==> src/rtl/drp_arbiter.sv <==
// Two-master round-robin DRP arbiter between the AXI-to-DRP bridge (master 0), the eye-scan
// sequencer (master 1) and the GTX DRP port. Define DRP_ARB_TIMEOUT_EN to enable the WAIT abort.
module drp_arbiter #(
    parameter int unsigned DRP_ADDR_WIDTH = 9,
    parameter int unsigned DRP_DATA_WIDTH = 16,
    parameter int unsigned TIMEOUT_CYCLES = 64
) (
    input  logic                          AXI_aclk,
    input  logic                          AXI_aresetn,
    input  logic [1:0]                    m_drp_en,
    input  logic [1:0]                    m_drp_we,
    input  logic [2*DRP_ADDR_WIDTH-1:0]   m_drp_addr,
    input  logic [2*DRP_DATA_WIDTH-1:0]   m_drp_di,
    output logic [2*DRP_DATA_WIDTH-1:0]   m_drp_do,
    output logic [1:0]                    m_drp_rdy,
    output logic                          drp_en,
    output logic                          drp_we,
    output logic [DRP_ADDR_WIDTH-1:0]     drp_addr,
    output logic [DRP_DATA_WIDTH-1:0]     drp_di,
    input  logic [DRP_DATA_WIDTH-1:0]     drp_do,
    input  logic                          drp_rdy,
    output logic                          busy,
    output logic [1:0]                    overrun,
    output logic                          drp_timeout
);

    typedef enum logic [1:0] {StIdle, StIssue, StWait} state_e;

    state_e state_q, state_d;

    logic [1:0]                           pend_q, pend_d;
    logic [1:0]                           grant_clr;
    logic [1:0]                           capture;
    logic                                 gnt_q, gnt_d, gnt_sel;
    logic                                 last_q, last_d;

    logic [1:0]                           lat_we_q;
    logic [1:0][DRP_ADDR_WIDTH-1:0]       lat_addr_q;
    logic [1:0][DRP_DATA_WIDTH-1:0]       lat_di_q;
    logic [1:0][DRP_ADDR_WIDTH-1:0]       m_addr;
    logic [1:0][DRP_DATA_WIDTH-1:0]       m_di;

    logic                                 drp_en_q, drp_en_d;
    logic                                 drp_we_q, drp_we_d;
    logic [DRP_ADDR_WIDTH-1:0]            drp_addr_q, drp_addr_d;
    logic [DRP_DATA_WIDTH-1:0]            drp_di_q, drp_di_d;
    logic [1:0][DRP_DATA_WIDTH-1:0]       m_do_q, m_do_d;
    logic [1:0]                           m_rdy_q, m_rdy_d;
    logic [1:0]                           overrun_q;

    assign m_addr  = m_drp_addr;
    assign m_di    = m_drp_di;

    // A strobe is only accepted into an empty slot; otherwise it is an overrun.
    assign capture = m_drp_en & ~pend_q;
    assign pend_d  = (pend_q & ~grant_clr) | capture;

    // Contention goes to whoever was not served last; reset value of last_q favours master 0.
    assign gnt_sel = (pend_q == 2'b11) ? ~last_q : pend_q[1];

`ifdef DRP_ARB_TIMEOUT_EN
    localparam logic [15:0] TermCount = 16'(TIMEOUT_CYCLES - 1);

    logic [15:0] cnt_q, cnt_d;
    logic        timeout_q, timeout_d;
`else
    logic [31:0] unused_timeout_cfg;
    assign unused_timeout_cfg = TIMEOUT_CYCLES;
`endif

    always_comb begin
        state_d    = state_q;
        gnt_d      = gnt_q;
        last_d     = last_q;
        grant_clr  = '0;
        drp_en_d   = 1'b0;
        drp_we_d   = 1'b0;
        drp_addr_d = drp_addr_q;
        drp_di_d   = drp_di_q;
        m_do_d     = m_do_q;
        m_rdy_d    = '0;
`ifdef DRP_ARB_TIMEOUT_EN
        cnt_d      = cnt_q;
        timeout_d  = 1'b0;
`endif
        unique case (state_q)
            StIdle: begin
                if (|pend_q) begin
                    gnt_d              = gnt_sel;
                    last_d             = gnt_sel;
                    grant_clr[gnt_sel] = 1'b1;
                    drp_en_d           = 1'b1;
                    drp_we_d           = lat_we_q[gnt_sel];
                    drp_addr_d         = lat_addr_q[gnt_sel];
                    drp_di_d           = lat_di_q[gnt_sel];
                    state_d            = StIssue;
                end
            end
            StIssue: begin
                state_d = StWait;
`ifdef DRP_ARB_TIMEOUT_EN
                cnt_d   = '0;
`endif
            end
            StWait: begin
                if (drp_rdy) begin
                    m_rdy_d[gnt_q] = 1'b1;
                    m_do_d[gnt_q]  = drp_do;
                    state_d        = StIdle;
                end
`ifdef DRP_ARB_TIMEOUT_EN
                else if (cnt_q == TermCount) begin
                    m_rdy_d[gnt_q] = 1'b1;
                    m_do_d[gnt_q]  = '1;
                    timeout_d      = 1'b1;
                    state_d        = StIdle;
                end else begin
                    cnt_d = cnt_q + 16'd1;
                end
`endif
            end
            default: state_d = StIdle;
        endcase
    end

    always_ff @(posedge AXI_aclk or negedge AXI_aresetn) begin
        if (!AXI_aresetn) begin
            state_q    <= StIdle;
            pend_q     <= '0;
            gnt_q      <= 1'b0;
            last_q     <= 1'b1;
            drp_en_q   <= 1'b0;
            drp_we_q   <= 1'b0;
            drp_addr_q <= '0;
            drp_di_q   <= '0;
            m_do_q     <= '0;
            m_rdy_q    <= '0;
            overrun_q  <= '0;
        end else begin
            state_q    <= state_d;
            pend_q     <= pend_d;
            gnt_q      <= gnt_d;
            last_q     <= last_d;
            drp_en_q   <= drp_en_d;
            drp_we_q   <= drp_we_d;
            drp_addr_q <= drp_addr_d;
            drp_di_q   <= drp_di_d;
            m_do_q     <= m_do_d;
            m_rdy_q    <= m_rdy_d;
            overrun_q  <= overrun_q | (m_drp_en & pend_q);
        end
    end

    always_ff @(posedge AXI_aclk or negedge AXI_aresetn) begin
        if (!AXI_aresetn) begin
            lat_we_q   <= '0;
            lat_addr_q <= '0;
            lat_di_q   <= '0;
        end else begin
            for (int i = 0; i < 2; i++) begin
                if (capture[i]) begin
                    lat_we_q[i]   <= m_drp_we[i];
                    lat_addr_q[i] <= m_addr[i];
                    lat_di_q[i]   <= m_di[i];
                end
            end
        end
    end

`ifdef DRP_ARB_TIMEOUT_EN
    always_ff @(posedge AXI_aclk or negedge AXI_aresetn) begin
        if (!AXI_aresetn) begin
            cnt_q     <= '0;
            timeout_q <= 1'b0;
        end else begin
            cnt_q     <= cnt_d;
            timeout_q <= timeout_d;
        end
    end

    assign drp_timeout = timeout_q;
`else
    assign drp_timeout = 1'b0;
`endif

    assign drp_en    = drp_en_q;
    assign drp_we    = drp_we_q;
    assign drp_addr  = drp_addr_q;
    assign drp_di    = drp_di_q;
    assign m_drp_do  = m_do_q;
    assign m_drp_rdy = m_rdy_q;
    assign overrun   = overrun_q;
    assign busy      = (state_q != StIdle) | (|pend_q);

endmodule

==> config.mk <==
export PLATFORM = sky130hd
export DESIGN_NAME = drp_arbiter
export DESIGN_NICKNAME = d
export VERILOG_FILES = /design/src/rtl/drp_arbiter.sv
export SDC_FILE = /design/constraint.sdc
export NUM_CORES = 1
export LEC_CHECK = 0
export ABC_AREA = 1
export CORE_MARGIN = 2
export CORE_UTILIZATION = 40
export CTS_CLUSTER_DIAMETER = 60
export CTS_CLUSTER_SIZE = 25
export DETAILED_ROUTE_END_ITERATION = 10
export GPL_ROUTABILITY_DRIVEN = 1
export PLACE_DENSITY = 0.69
export SLEW_MARGIN = 10
export SYNTH_ARGS = -nofsm -noshare
export SYNTH_HDL_FRONTEND = slang
export SYNTH_SLANG_ARGS = --single-unit
==> constraint.sdc <==
create_clock -name AXI_aclk -period 2.49 [get_ports AXI_aclk]
set_clock_uncertainty 0.1 [all_clocks]
set_input_delay 0.6225 -clock AXI_aclk [delete_from_list [all_inputs] [get_ports AXI_aclk]]
set_output_delay 0.6225 -clock AXI_aclk [all_outputs]
set_load 0.1 [all_outputs]
==> results.tsv <==
stage	metric	value	unit
floorplanning	die-area	13300	sq um
run_status	status	completed	
worst_hold_path	hold_path.class	reg -> reg	
cells_and_area	area_delta_synth_final	40.3	%
synth	synth.most_common_cell	nand2_1	
timing	setup_violations	0	
detailed_routing	drc	0	
timing	fmax	479	MHz
grt	grt_max_degree	43	
grt	grt.total_usage	0.196	
timing	period_minus_slack	2090	ps
clock_network	cts_sinks	121	
synth	netlist_area	4970	sq um
cells_and_area	utilization	0.578	
setup_path	crit_type	reg -> out	
synth	yosysWarnings	0	
clock_network	ctsHtreeMaxLevel	4	
detailed_routing	vias_per_cell	4.68	
synth	ys_seq_area_frac	0.610	
detailed_routing	wirelength	12300	um
setup_path	worstSetupStartpointType	flop	
floorplanning	rows	40	
cells_and_area	seq_area	3030	sq um
grt	grt_pass1_vias	4266	
setup_path	cp_max_fo	3	
clock_network	cts_root_buf	clkbuf_16	
floorplanning	start_util	0.412	
cells_and_area	fin_nets	785	
synth	async_flop_share	1.00	
synth	synth_area_leader_cell	dfrtp_1	
synth	yosysUniqueCellTypes	21	
detailed_routing	drt_iter0_drc	295	
grt	antenna_found_initial	0	
clock_network	clkLatencyLatePin	410	ps
clock_network	cts_tree	done	
detailed_routing	via_count	4172	
synth	synthTopCellsByArea	dfrtp_1, nand2_1, nand3_1, o21ai_0, inv_1	
detailed_routing	first_pass_iters	4	
grt	grt_remaining_overflow	0	
floorplanning	dieWidth	115	um
synth	synth_edf_count	0	
clock_network	clock_path_buffers	2	
timing	final-hold-violation-count	0	
detailed_routing	post_drt_wl_per_cell	13.8	um
cells_and_area	multi_input_area	1630	sq um
cells_and_area	n_antenna_cell	0	
clock_network	numCtsBuffers	17	
floorplanning	io_pins	138	
floorplanning	coreArea	12100	sq um
synth	ys_ff_latch	121	
detailed_routing	ant_nets	0	
setup_path	critPathRequiredTime	1770	ps
synth	yosysTopAreaCellShare	0.604	
worst_hold_path	holdPathStages	2	
placed_design	dp_hpwl	8470	um
synth	avgSynthCellArea	8.61	sq um
flow_run	drv_cap	0	
timing	slew_viol_final	0	
timing	setup_tns	0	ps
cells_and_area	fillCellCount	1089	
synth	synth_cells	577	
grt	grt_pass1_wl	20300	um
setup_path	critPathCaptureType	output pin	
synth	synth_flop_cell	dfrtp_1	
cells_and_area	drive_above_1_share	0.155	
setup_path	crit_arrival	1360	ps
floorplanning	die_h	115	um
timing	slew_headroom	0.645	
timing	worst_pin_slew	532	ps
synth	synth.top_cells.by_count	nand2_1, dfrtp_1, nand3_1	
timing	fin_crit_sh	0.838	
placed_design	gp_congestion	0.776	
timing	rsz0062_at_grt	false	
synth	syn_nets	650	
clock_network	cts_resized	0	
setup_path	worst-r2r-cell-count	6	
placed_design	port_buffers	136	
clock_network	path_clk_slew	50	ps
==> layout by cell type, fill, tap and decap left out <==
master           count
a21oi_1              9
nor2_2               2
nand2_2              1
buf_4               74
o21ai_0             32
bufinv_16            5
o21ai_1              1
inv_2                2
a21o_1               2
nand3b_1             2
inv_1               32
nand2_4              1
dlygate4sd3_1        1
nor2_1              13
nand4_1              1
nand3_1             72
buf_12               4
dfrtp_1            120
clkdlybuf4s50_1     71
nand2_1            251
dfstp_2              1
conb_1               1
clkbuf_1             4
clkinv_2             5
clkbuf_16           17
==> timing repair <==
action	in CTS	in global routing
hold buffers	1	0
endpoints found under the hold margin	10	0
buffers inserted	0	0
==> layout make-up <==
type,count,area share
clock inverters,10,0.0251
well taps,168,0.0302
multi-input cells,388,0.234
repair buffers,150,0.195
flip-flops and latches,121,0.435
inverters,34,0.0183
clock buffers,21,0.0632
==> logic make-up after synthesis <==
kind of cell | after synthesis | synth area share
buffers and inverters | 68 | 0.0622
DFF | 121 | 0.610
other | 1 | 0.000755
AOI/OAI and AO/OA | 44 | 0.0453
and+or+nand+nor | 343 | 0.282
==> through the flow <==
stage | worst slack, ps | hold WS [ps] | cells | cell area (sq um)
floorplan | 564 | 227 | 577 | 4970
global placement | 507 | 341 | 860 | 6340
detailed placement | 465 | 355 | 860 | 6340
CTS | 385 | 367 | 892 | 6970
global route | 323 | 388 | 892 | 6970
finish | 403 | 363 | 892 | 6970
==> critical path: stages, from the launching register on <==
cell and delay [ps]:
dfrtp_1 390, inv_1 80, nand2_1 90, inv_1 100, nand2_1 110, buf_12 190
==> state kept, by name, indices dropped and copies added, names as in the netlist <==
register / cells
lat_addr_q: 18
lat_we_q: 2
gnt_q: 1
drp_we: 1
drp_en: 1
m_drp_do: 32
m_drp_rdy: 2
drp_di: 16
overrun: 2
drp_addr: 9
pend_q: 2
last_q: 1
lat_di_q: 32
state_q: 2
==> final timing paths <==
kind / start / to / slack, ps
setup / recovery: state_q[1] / busy / 400
hold / removal: lat_di_q[31] / lat_di_q[31] / 360
setup reg to reg: pend_q[0] / pend_q[1] / 680
hold reg to reg: lat_di_q[31] / lat_di_q[31] / 360
max in group asynchronous: AXI_aresetn / drp_en / 1140
min in group asynchronous: AXI_aresetn / drp_di[2] / 510
==> layer usage <==
layer,routed length (um),global-route usage,part of all wire
met2,5680,0.307,0.46
met5,0,0,0
met1,5670,0.263,0.46
met3,783,0.0554,0.064
met4,133,0.0667,0.011
Power is left out: the tool's default activity adds up to more than one toggle a clock period on the data nets, which glitch-free logic cannot reach.
